[src/rtl/dispatch_scheduler_pkg.sv]
// Shared types and widths for the relief-queue dispatch scheduler.
package dispatch_pkg;

    localparam int unsigned PRIO_W = 2;
    localparam int unsigned ZONE_W = 8;

    typedef enum logic [1:0] {
        IDLE,
        OFFER,
        SERVE,
        SETTLE
    } dispatch_state_t;

endpackage

[src/rtl/dispatch_scheduler_if.sv]
// Offer handshake between the scheduler (master) and the field dispatch unit (slave).
interface dispatch_scheduler_if
    import dispatch_pkg::*;
#(
    parameter int unsigned NUM_TEAMS = 4
);
    localparam int unsigned TW = $clog2(NUM_TEAMS);

    logic              dispatch_valid;
    logic              dispatch_ready;
    logic [TW-1:0]     dispatch_team;
    logic [ZONE_W-1:0] dispatch_zone;
    logic [PRIO_W-1:0] dispatch_priority;
    logic              dispatch_evac;

    modport master (
        output dispatch_valid, dispatch_team, dispatch_zone, dispatch_priority, dispatch_evac,
        input  dispatch_ready
    );

    modport slave (
        input  dispatch_valid, dispatch_team, dispatch_zone, dispatch_priority, dispatch_evac,
        output dispatch_ready
    );

endinterface

[src/rtl/dispatch_scheduler_team_timer.sv]
// Busy flag and mission countdown for one rescue team; busy_nxt exposes the
// next-state flag so the parent can register an aligned busy count.
module team_timer #(
    parameter int unsigned TIMER_W = 8
) (
    input  logic               clk,
    input  logic               rst_n,
    input  logic               load,
    input  logic [TIMER_W-1:0] load_ticks,
    input  logic               early_release,
    output logic               busy,
    output logic               busy_nxt
);

    logic [TIMER_W-1:0] timer;
    logic [TIMER_W-1:0] timer_nxt;

    // Release and expiry share one clear path, so coincident events clear once.
    always_comb begin
        busy_nxt  = busy;
        timer_nxt = timer;
        if (load) begin
            busy_nxt  = 1'b1;
            timer_nxt = load_ticks;
        end else if (busy) begin
            if (early_release || timer == TIMER_W'(1)) begin
                busy_nxt  = 1'b0;
                timer_nxt = '0;
            end else begin
                timer_nxt = timer - TIMER_W'(1);
            end
        end
    end

    always_ff @(posedge clk or negedge rst_n) begin
        if (!rst_n) begin
            busy  <= 1'b0;
            timer <= '0;
        end else begin
            busy  <= busy_nxt;
            timer <= timer_nxt;
        end
    end

endmodule

[src/rtl/dispatch_scheduler.sv]
// Holds the merged queue head until a team is free, offers it, pulses serve once per dispatch.
// Optional macro DISPATCH_EVAC_RESERVE_EN reserves team 0 for evacuation requests.
module dispatch_scheduler
    import dispatch_pkg::*;
#(
    parameter int unsigned NUM_TEAMS  = 4,
    parameter int unsigned TIMER_W    = 8,
    parameter int unsigned BASE_TICKS = 16,
    parameter int unsigned STEP_TICKS = 8,
    parameter int unsigned EVAC_TICKS = 40
) (
    input  logic                            clk,
    input  logic                            rst_n,
    input  logic                            head_valid,
    input  logic [ZONE_W-1:0]               head_zone,
    input  logic [PRIO_W-1:0]               head_priority,
    input  logic                            head_evac,
    input  logic                            hold,
    input  logic [NUM_TEAMS-1:0]            team_release,
    output logic                            serve,
    output logic [NUM_TEAMS-1:0]            teams_busy,
    output logic [$clog2(NUM_TEAMS):0]      busy_count,
    dispatch_scheduler_if.master            disp
);

    localparam int unsigned TW = $clog2(NUM_TEAMS);
    localparam int unsigned CW = TW + 1;

    if (NUM_TEAMS < 2 || NUM_TEAMS > 8) begin : g_bad_teams
        $error("dispatch_scheduler: NUM_TEAMS must be in 2..8");
    end
    if (BASE_TICKS == 0 || EVAC_TICKS == 0) begin : g_bad_zero
        $error("dispatch_scheduler: mission lengths must be non-zero");
    end
    if ((BASE_TICKS + 3 * STEP_TICKS) >= (1 << TIMER_W) || EVAC_TICKS >= (1 << TIMER_W)) begin : g_bad_width
        $error("dispatch_scheduler: mission length does not fit TIMER_W");
    end

    dispatch_state_t     state;
    logic [NUM_TEAMS-1:0] eligible;
    logic [NUM_TEAMS-1:0] free_mask;
    logic [NUM_TEAMS-1:0] busy_nxt;
    logic [NUM_TEAMS-1:0] load;
    logic [TW-1:0]        pick;
    logic                 found;
    logic                 accept;
    logic [TIMER_W-1:0]   mission_ticks;
    logic [CW-1:0]        count_nxt;

    always_comb begin
        eligible = '1;
`ifdef DISPATCH_EVAC_RESERVE_EN
        eligible[0] = head_evac;
`endif
        free_mask = ~teams_busy & eligible;
        found     = 1'b0;
        pick      = '0;
        for (int unsigned i = 0; i < NUM_TEAMS; i++) begin
            if (free_mask[i] && !found) begin
                found = 1'b1;
                pick  = TW'(i);
            end
        end
    end

    assign accept = (state == OFFER) && disp.dispatch_valid && disp.dispatch_ready;

    always_comb begin
        if (disp.dispatch_evac) begin
            mission_ticks = TIMER_W'(EVAC_TICKS);
        end else begin
            mission_ticks = TIMER_W'(BASE_TICKS)
                          + TIMER_W'(disp.dispatch_priority) * TIMER_W'(STEP_TICKS);
        end
    end

    for (genvar g = 0; g < NUM_TEAMS; g++) begin : g_team
        assign load[g] = accept && (disp.dispatch_team == TW'(g));

        team_timer #(
            .TIMER_W (TIMER_W)
        ) u_team_timer (
            .clk           (clk),
            .rst_n         (rst_n),
            .load          (load[g]),
            .load_ticks    (mission_ticks),
            .early_release (team_release[g]),
            .busy          (teams_busy[g]),
            .busy_nxt      (busy_nxt[g])
        );
    end

    // Count is built from next-state flags so it updates on the same edge as teams_busy.
    always_comb begin
        count_nxt = '0;
        for (int unsigned i = 0; i < NUM_TEAMS; i++) begin
            count_nxt = count_nxt + CW'(busy_nxt[i]);
        end
    end

    always_ff @(posedge clk or negedge rst_n) begin
        if (!rst_n) begin
            busy_count <= '0;
        end else begin
            busy_count <= count_nxt;
        end
    end

    always_ff @(posedge clk or negedge rst_n) begin
        if (!rst_n) begin
            state                  <= IDLE;
            serve                  <= 1'b0;
            disp.dispatch_valid    <= 1'b0;
            disp.dispatch_team     <= '0;
            disp.dispatch_zone     <= '0;
            disp.dispatch_priority <= '0;
            disp.dispatch_evac     <= 1'b0;
        end else begin
            case (state)
                IDLE: begin
                    serve <= 1'b0;
                    if (head_valid && !hold && found) begin
                        disp.dispatch_valid    <= 1'b1;
                        disp.dispatch_team     <= pick;
                        disp.dispatch_zone     <= head_zone;
                        disp.dispatch_priority <= head_priority;
                        disp.dispatch_evac     <= head_evac;
                        state                  <= OFFER;
                    end
                end
                OFFER: begin
                    if (disp.dispatch_ready) begin
                        disp.dispatch_valid <= 1'b0;
                        serve               <= 1'b1;
                        state               <= SERVE;
                    end
                end
                SERVE: begin
                    serve <= 1'b0;
                    state <= SETTLE;
                end
                SETTLE: begin
                    state <= IDLE;
                end
                default: begin
                    serve               <= 1'b0;
                    disp.dispatch_valid <= 1'b0;
                    state               <= IDLE;
                end
            endcase
        end
    end

endmodule
[src/flat_wrapper.sv]
// flat-port wrapper written by rule: the top's interface ports become plain ports
module dispatch_scheduler_flat import dispatch_pkg::*;
#(
    parameter int unsigned NUM_TEAMS  = 4,
    parameter int unsigned TIMER_W    = 8,
    parameter int unsigned BASE_TICKS = 16,
    parameter int unsigned STEP_TICKS = 8,
    parameter int unsigned EVAC_TICKS = 40
)
  (clk, rst_n, head_valid, head_zone, head_priority, head_evac, hold, team_release, serve, teams_busy, busy_count, disp_dispatch_valid, disp_dispatch_team, disp_dispatch_zone, disp_dispatch_priority, disp_dispatch_evac, disp_dispatch_ready);
  dispatch_scheduler_if #(.NUM_TEAMS(NUM_TEAMS)) disp_i ();
  input  logic clk;
  input  logic rst_n;
  input  logic head_valid;
  input  logic [ZONE_W-1:0] head_zone;
  input  logic [PRIO_W-1:0] head_priority;
  input  logic head_evac;
  input  logic hold;
  input  logic [NUM_TEAMS-1:0] team_release;
  output logic serve;
  output logic [NUM_TEAMS-1:0] teams_busy;
  output logic [$clog2(NUM_TEAMS):0] busy_count;
  output wire logic [$bits(disp_i.dispatch_valid)-1:0] disp_dispatch_valid;
  output wire logic [$bits(disp_i.dispatch_team)-1:0] disp_dispatch_team;
  output wire logic [$bits(disp_i.dispatch_zone)-1:0] disp_dispatch_zone;
  output wire logic [$bits(disp_i.dispatch_priority)-1:0] disp_dispatch_priority;
  output wire logic [$bits(disp_i.dispatch_evac)-1:0] disp_dispatch_evac;
  input wire logic [$bits(disp_i.dispatch_ready)-1:0] disp_dispatch_ready;
  assign disp_dispatch_valid = disp_i.dispatch_valid;
  assign disp_dispatch_team = disp_i.dispatch_team;
  assign disp_dispatch_zone = disp_i.dispatch_zone;
  assign disp_dispatch_priority = disp_i.dispatch_priority;
  assign disp_dispatch_evac = disp_i.dispatch_evac;
  assign disp_i.dispatch_ready = disp_dispatch_ready;
  dispatch_scheduler #(.NUM_TEAMS(NUM_TEAMS), .TIMER_W(TIMER_W), .BASE_TICKS(BASE_TICKS), .STEP_TICKS(STEP_TICKS), .EVAC_TICKS(EVAC_TICKS)) u_core (.clk(clk), .rst_n(rst_n), .head_valid(head_valid), .head_zone(head_zone), .head_priority(head_priority), .head_evac(head_evac), .hold(hold), .team_release(team_release), .serve(serve), .teams_busy(teams_busy), .busy_count(busy_count), .disp(disp_i));
endmodule
[config.mk]
export PLATFORM = sky130hd
export DESIGN_NAME = dispatch_scheduler_flat
export DESIGN_NICKNAME = d
export VERILOG_FILES = /design/src/rtl/dispatch_scheduler_pkg.sv /design/src/rtl/dispatch_scheduler_if.sv /design/src/rtl/dispatch_scheduler_team_timer.sv /design/src/rtl/dispatch_scheduler.sv /design/src/flat_wrapper.sv
export SDC_FILE = /design/constraint.sdc
export NUM_CORES = 1
export LEC_CHECK = 0
export ABC_AREA = 1
export BUFFER_PORTS_ARGS = -buffer_cell sky130_fd_sc_hd__buf_2
export CAP_MARGIN = 10
export CORE_MARGIN = 5
export CORE_UTILIZATION = 55
export CTS_BUF_LIST = sky130_fd_sc_hd__clkbuf_8
export DETAILED_ROUTE_END_ITERATION = 8
export MAX_ROUTING_LAYER = met4
export PLACE_DENSITY_LB_ADDON = 0.3
export SLEW_MARGIN = 20
export SYNTH_ARGS = -nofsm -noshare
export SYNTH_HDL_FRONTEND = slang
export SYNTH_SLANG_ARGS = --single-unit
[constraint.sdc]
create_clock -name clk -period 4 [get_ports clk]
set_input_delay 0 -clock clk [delete_from_list [all_inputs] [get_ports clk]]
set_output_delay 0 -clock clk [all_outputs]
set_load 0.02 [all_outputs]
==> impl_summary.log <==
[metrics] status: completed
[metrics] post-CTS setup repair buffer count: 0
[metrics] met2 Track Usage GR: 35.2%
[metrics] clock root buffer: sky130_fd_sc_hd__clkbuf_8
[metrics] Global Route Usage Sum: 21.2%
[metrics] max-slew violation count: 0
[metrics] Chip Height: 87.1 µm
[metrics] combined area of the multi-input logic cells: 1570 µm²
[metrics] detailed-route via count: 2753
[metrics] logic depth of the worst register-to-register path: 11
[metrics] die width: 87.1 µm
[metrics] wire length of the first global-routing pass: 12500 µm
[metrics] worst skew pair latency: 0.31 ns
[metrics] number of antenna diodes: 0
[metrics] Yosys warning total: 0
[metrics] kind of capture point of the worst setup path: flop
[metrics] Floorplan Core Area: 5850 µm²
[metrics] leakage power: 2.05 nW
[metrics] Clock Path Buffers: 2
[metrics] most heavily used metal layer in global routing: met2
[metrics] endpoint of the worst hold path: u_core.g_team[3].u_team_timer.busy
[metrics] hold-fix buffer count after cts: 15
[metrics] power density relative to cell area: 713 nW/µm²
[metrics] Avg Synthesized Cell Area: 7.77 µm²
[metrics] number of cells upsized or downsized after cts: 0
[metrics] slew at the pin with the worst max-slew slack: 0.707 ns
[metrics] detailed-route DRC error count: 0
[metrics] nature of the critical path startpoint: flop
[metrics] Crit Path Category: flop to flop
[metrics] post-synth top area cell: sky130_fd_sc_hd__dfrtp_1
[metrics] share of the clock period used by the worst path: 56.0%
[metrics] number of primary I/O pins: 42
[metrics] total count of hold-check failures in the final report: 0
[metrics] register clock-pin slew on the reported worst setup and hold paths: 0.09 ns
[metrics] launch instance of the worst min-delay path: team_release[3]
[metrics] last weighted congestion value of the routability-driven placer: 0.844
[metrics] Worst EP arrival: 2.44 ns
[metrics] maximum clock frequency: 446 MHz
[metrics] Die Outline Area: 7590 µm²
[metrics] type of the most critical hold path: primary input to flop
[metrics] vias in the first global route: 2745
[metrics] most numerous cell types in the synthesized netlist: sky130_fd_sc_hd__nand2_1, sky130_fd_sc_hd__dfrtp_1, sky130_fd_sc_hd__inv_1
[metrics] FILL cells: 522
[metrics] instance count along the most critical hold path: 4
[metrics] accumulated negative setup slack: 0 ns
[metrics] Worst R2R End: u_core.busy_count[1]
[metrics] initial drt markers: 167
[metrics] number of nets in the synthesized netlist: 456
[metrics] flops & latches, synth: 56
[metrics] average wire per standard cell: 12.5 µm
[metrics] HPWL after DPL: 4970 µm
[metrics] count leader, synth: sky130_fd_sc_hd__nand2_1
[metrics] Post-Route Skew: 0.0105 ns
[metrics] share of cells above drive strength 1: 18.4%
[metrics] post-detailed-route via-to-cell ratio: 4.97
[metrics] share of Yosys cell area claimed by the top area cell type: 42.8%
[metrics] H-tree level count: 2
[metrics] setup repair after global routing missed its margin: false
[metrics] remaining number of nets flagged by the antenna check after routing: 0
[metrics] post-synthesis cell area: 3270 µm²
[metrics] beginning of the worst register-to-register path: u_core.g_team[1].u_team_timer.timer[1]
[metrics] worst-case headroom to the max-slew limit: 52.8%
[metrics] most instantiated flip-flop cell in the synthesis netlist: sky130_fd_sc_hd__dfrtp_1
[metrics] share of synthesized area occupied by flip-flops and latches: 42.8%
[metrics] number of max-cap violations: 0
[metrics] largest vdd supply drop: 378 µV
[metrics] asr flop ratio synth: 100%
[metrics] Mapped Cells: 421
[metrics] count of endpoints failing setup in the final report: 0
[metrics] number of clock sinks seen by CTS: 56
[metrics] Post-layout nets: 513
[metrics] area taken by flip-flops and latches: 1400 µm²
[metrics] Cell variety after synth: 33
[metrics] number of enable-type register cells in the synthesized netlist: 0
[metrics] starting density of the core: 55.9%
[metrics] Synth area leaders: sky130_fd_sc_hd__dfrtp_1, sky130_fd_sc_hd__nand2_1, sky130_fd_sc_hd__inv_1
[metrics] antenna violations before repair: 0
[metrics] router iterations before antenna repair: 4
[metrics] Crit Path Max Fanout: 4
[metrics] Critical Path RT: 4.20 ns
[metrics] GR Util met3: 3.60%
[metrics] Cell Rows: 28
[metrics] shortest clock period the worst path allows after layout: 2.24 ns
[metrics] largest net degree at the start of global routing: 57
[metrics] TritonCTS Buffers: 5
[metrics] Routed Wire Length: 6920 µm
[metrics] Synth-to-Final Area Change: 15.1%
[metrics] # port buffers: 41
[metrics] overflow left after global routing: 0
[metrics] worst reg2reg setup slack: 1.76 ns
[metrics] worst-case hold slack: 0.0135 ns
[metrics] met1 track utilization from global routing: 27.1%
[metrics] clock tree from TritonCTS: yes
==> final cells by class <==
cell class,count,share of cell area (%)
inverter,65,6.51
sequential,56,37.2
timing repair buffer,57,9.64
tap,75,2.49
clock buffer,6,2.19
clock inverter,2,0.199
multi-input combinational,293,41.7
==> state kept, by name (all words and copies together) (netlist names), 2 cells and up <==
signal	flops
u_core.g_team.u_team_timer.timer	32
u_core.g_team.u_team_timer.busy	4
u_core.disp.dispatch_priority	2
u_core.busy_count	3
u_core.disp.dispatch_zone	8
u_core.state	2
u_core.disp.dispatch_team	2
==> logic make-up after synthesis <==
family,after synthesis,share of synthesized area [%]
buffers and inverters,72,9.14
adders and majority gates,15,5.97
xor gates and xnor gates,8,2.14
DFF,56,42.8
and+or+nand+nor,222,31.5
AOI/OAI and AO/OA,48,8.45
==> power by group <==
| part | internal (W) | switching (W) | total, W |
|---|---|---|---|
| Clock | 0.000137 | 0.000180 | 0.000317 |
| Combinational | 0.000510 | 0.000881 | 0.00139 |
| Sequential | 0.000786 | 0.000192 | 0.000978 |
| Total | 0.00143 | 0.00125 | 0.00269 |
==> stage by stage <==
| stage | util, % | setup slack, ns | std cells | area [µm²] | total power [W] |
|---|---|---|---|---|---|
| 2_1_floorplan | - | 1.88 | 421 | 3270 | 0.00204 |
| 3_3_place_gp | 60.2 | 1.79 | 531 | 3520 | 0.00231 |
| 3_5_place_dp | 60.2 | 1.76 | 531 | 3520 | 0.00237 |
| 4_1_cts | 64.3 | 1.75 | 554 | 3760 | 0.00270 |
| 5_1_grt | 64.3 | 1.58 | 554 | 3760 | 0.00298 |
| 6_report | 64.3 | 1.76 | 554 | 3760 | 0.00269 |
==> placed cells by master, fill, tap and decap left out, drive strengths merged <==
| cell | synthesis | routed |
|---|---|---|
| a21oi | 10 | 10 |
| ha | 14 | 14 |
| fa | 1 | 1 |
| a22oi | 1 | 1 |
| nand3 | 26 | 26 |
| inv | 64 | 66 |
| nand3b | 1 | 1 |
| a21boi | 1 | 1 |
| nand4 | 12 | 12 |
| clkbuf | 0 | 6 |
| xor2 | 4 | 4 |
| nand2 | 143 | 143 |
| clkinv | 1 | 1 |
| nor3b | 2 | 2 |
| buf | 7 | 42 |
| o21bai | 2 | 2 |
| dfrtp | 56 | 56 |
| dlygate4sd3 | 0 | 15 |
| nor2 | 37 | 37 |
| xnor2 | 4 | 4 |
| o21ai | 34 | 34 |
| nor3 | 1 | 1 |
==> worst max-delay path, stage by stage, from the launching register on <==
cell	delay, ns
sky130_fd_sc_hd__dfrtp_1	0.40
sky130_fd_sc_hd__inv_1	0.08
sky130_fd_sc_hd__ha_1	0.13
sky130_fd_sc_hd__nor3b_1	0.27
sky130_fd_sc_hd__a21oi_2	0.13
sky130_fd_sc_hd__nand2_1	0.08
sky130_fd_sc_hd__nand2_1	0.07
sky130_fd_sc_hd__ha_1	0.28
sky130_fd_sc_hd__inv_1	0.05
sky130_fd_sc_hd__fa_1	0.37
sky130_fd_sc_hd__inv_1	0.06
sky130_fd_sc_hd__ha_1	0.22
==> worst max-delay path by stage <==
| stage | endpoint | startpoint | slack [ns] | depth (start not counted) |
|---|---|---|---|---|
| global route | u_core.busy_count[1] | u_core.g_team[1].u_team_timer.timer[1] | 1.58 | 11 |
| global placement | u_core.busy_count[1] | u_core.g_team[1].u_team_timer.timer[1] | 1.79 | 11 |
| finish | u_core.busy_count[1] | u_core.g_team[1].u_team_timer.timer[1] | 1.76 | 11 |
| floorplan | u_core.busy_count[1] | u_core.g_team[1].u_team_timer.timer[1] | 1.88 | 11 |
| detailed placement | u_core.busy_count[1] | u_core.g_team[1].u_team_timer.timer[1] | 1.76 | 11 |
| CTS | u_core.busy_count[1] | u_core.g_team[1].u_team_timer.timer[1] | 1.75 | 11 |
==> routing by layer <==
metal / vias to the layer above / share of wire, % / wire (µm)
li1: 1427 / - / -
met1: 1258 / 46 / 3180
met2: 59 / 48 / 3330
met3: 9 / 4.4 / 306
met4: 0 / 1.5 / 103
met5: - / 0 / 0
No activity file was read; power rests on OpenSTA's default activity.
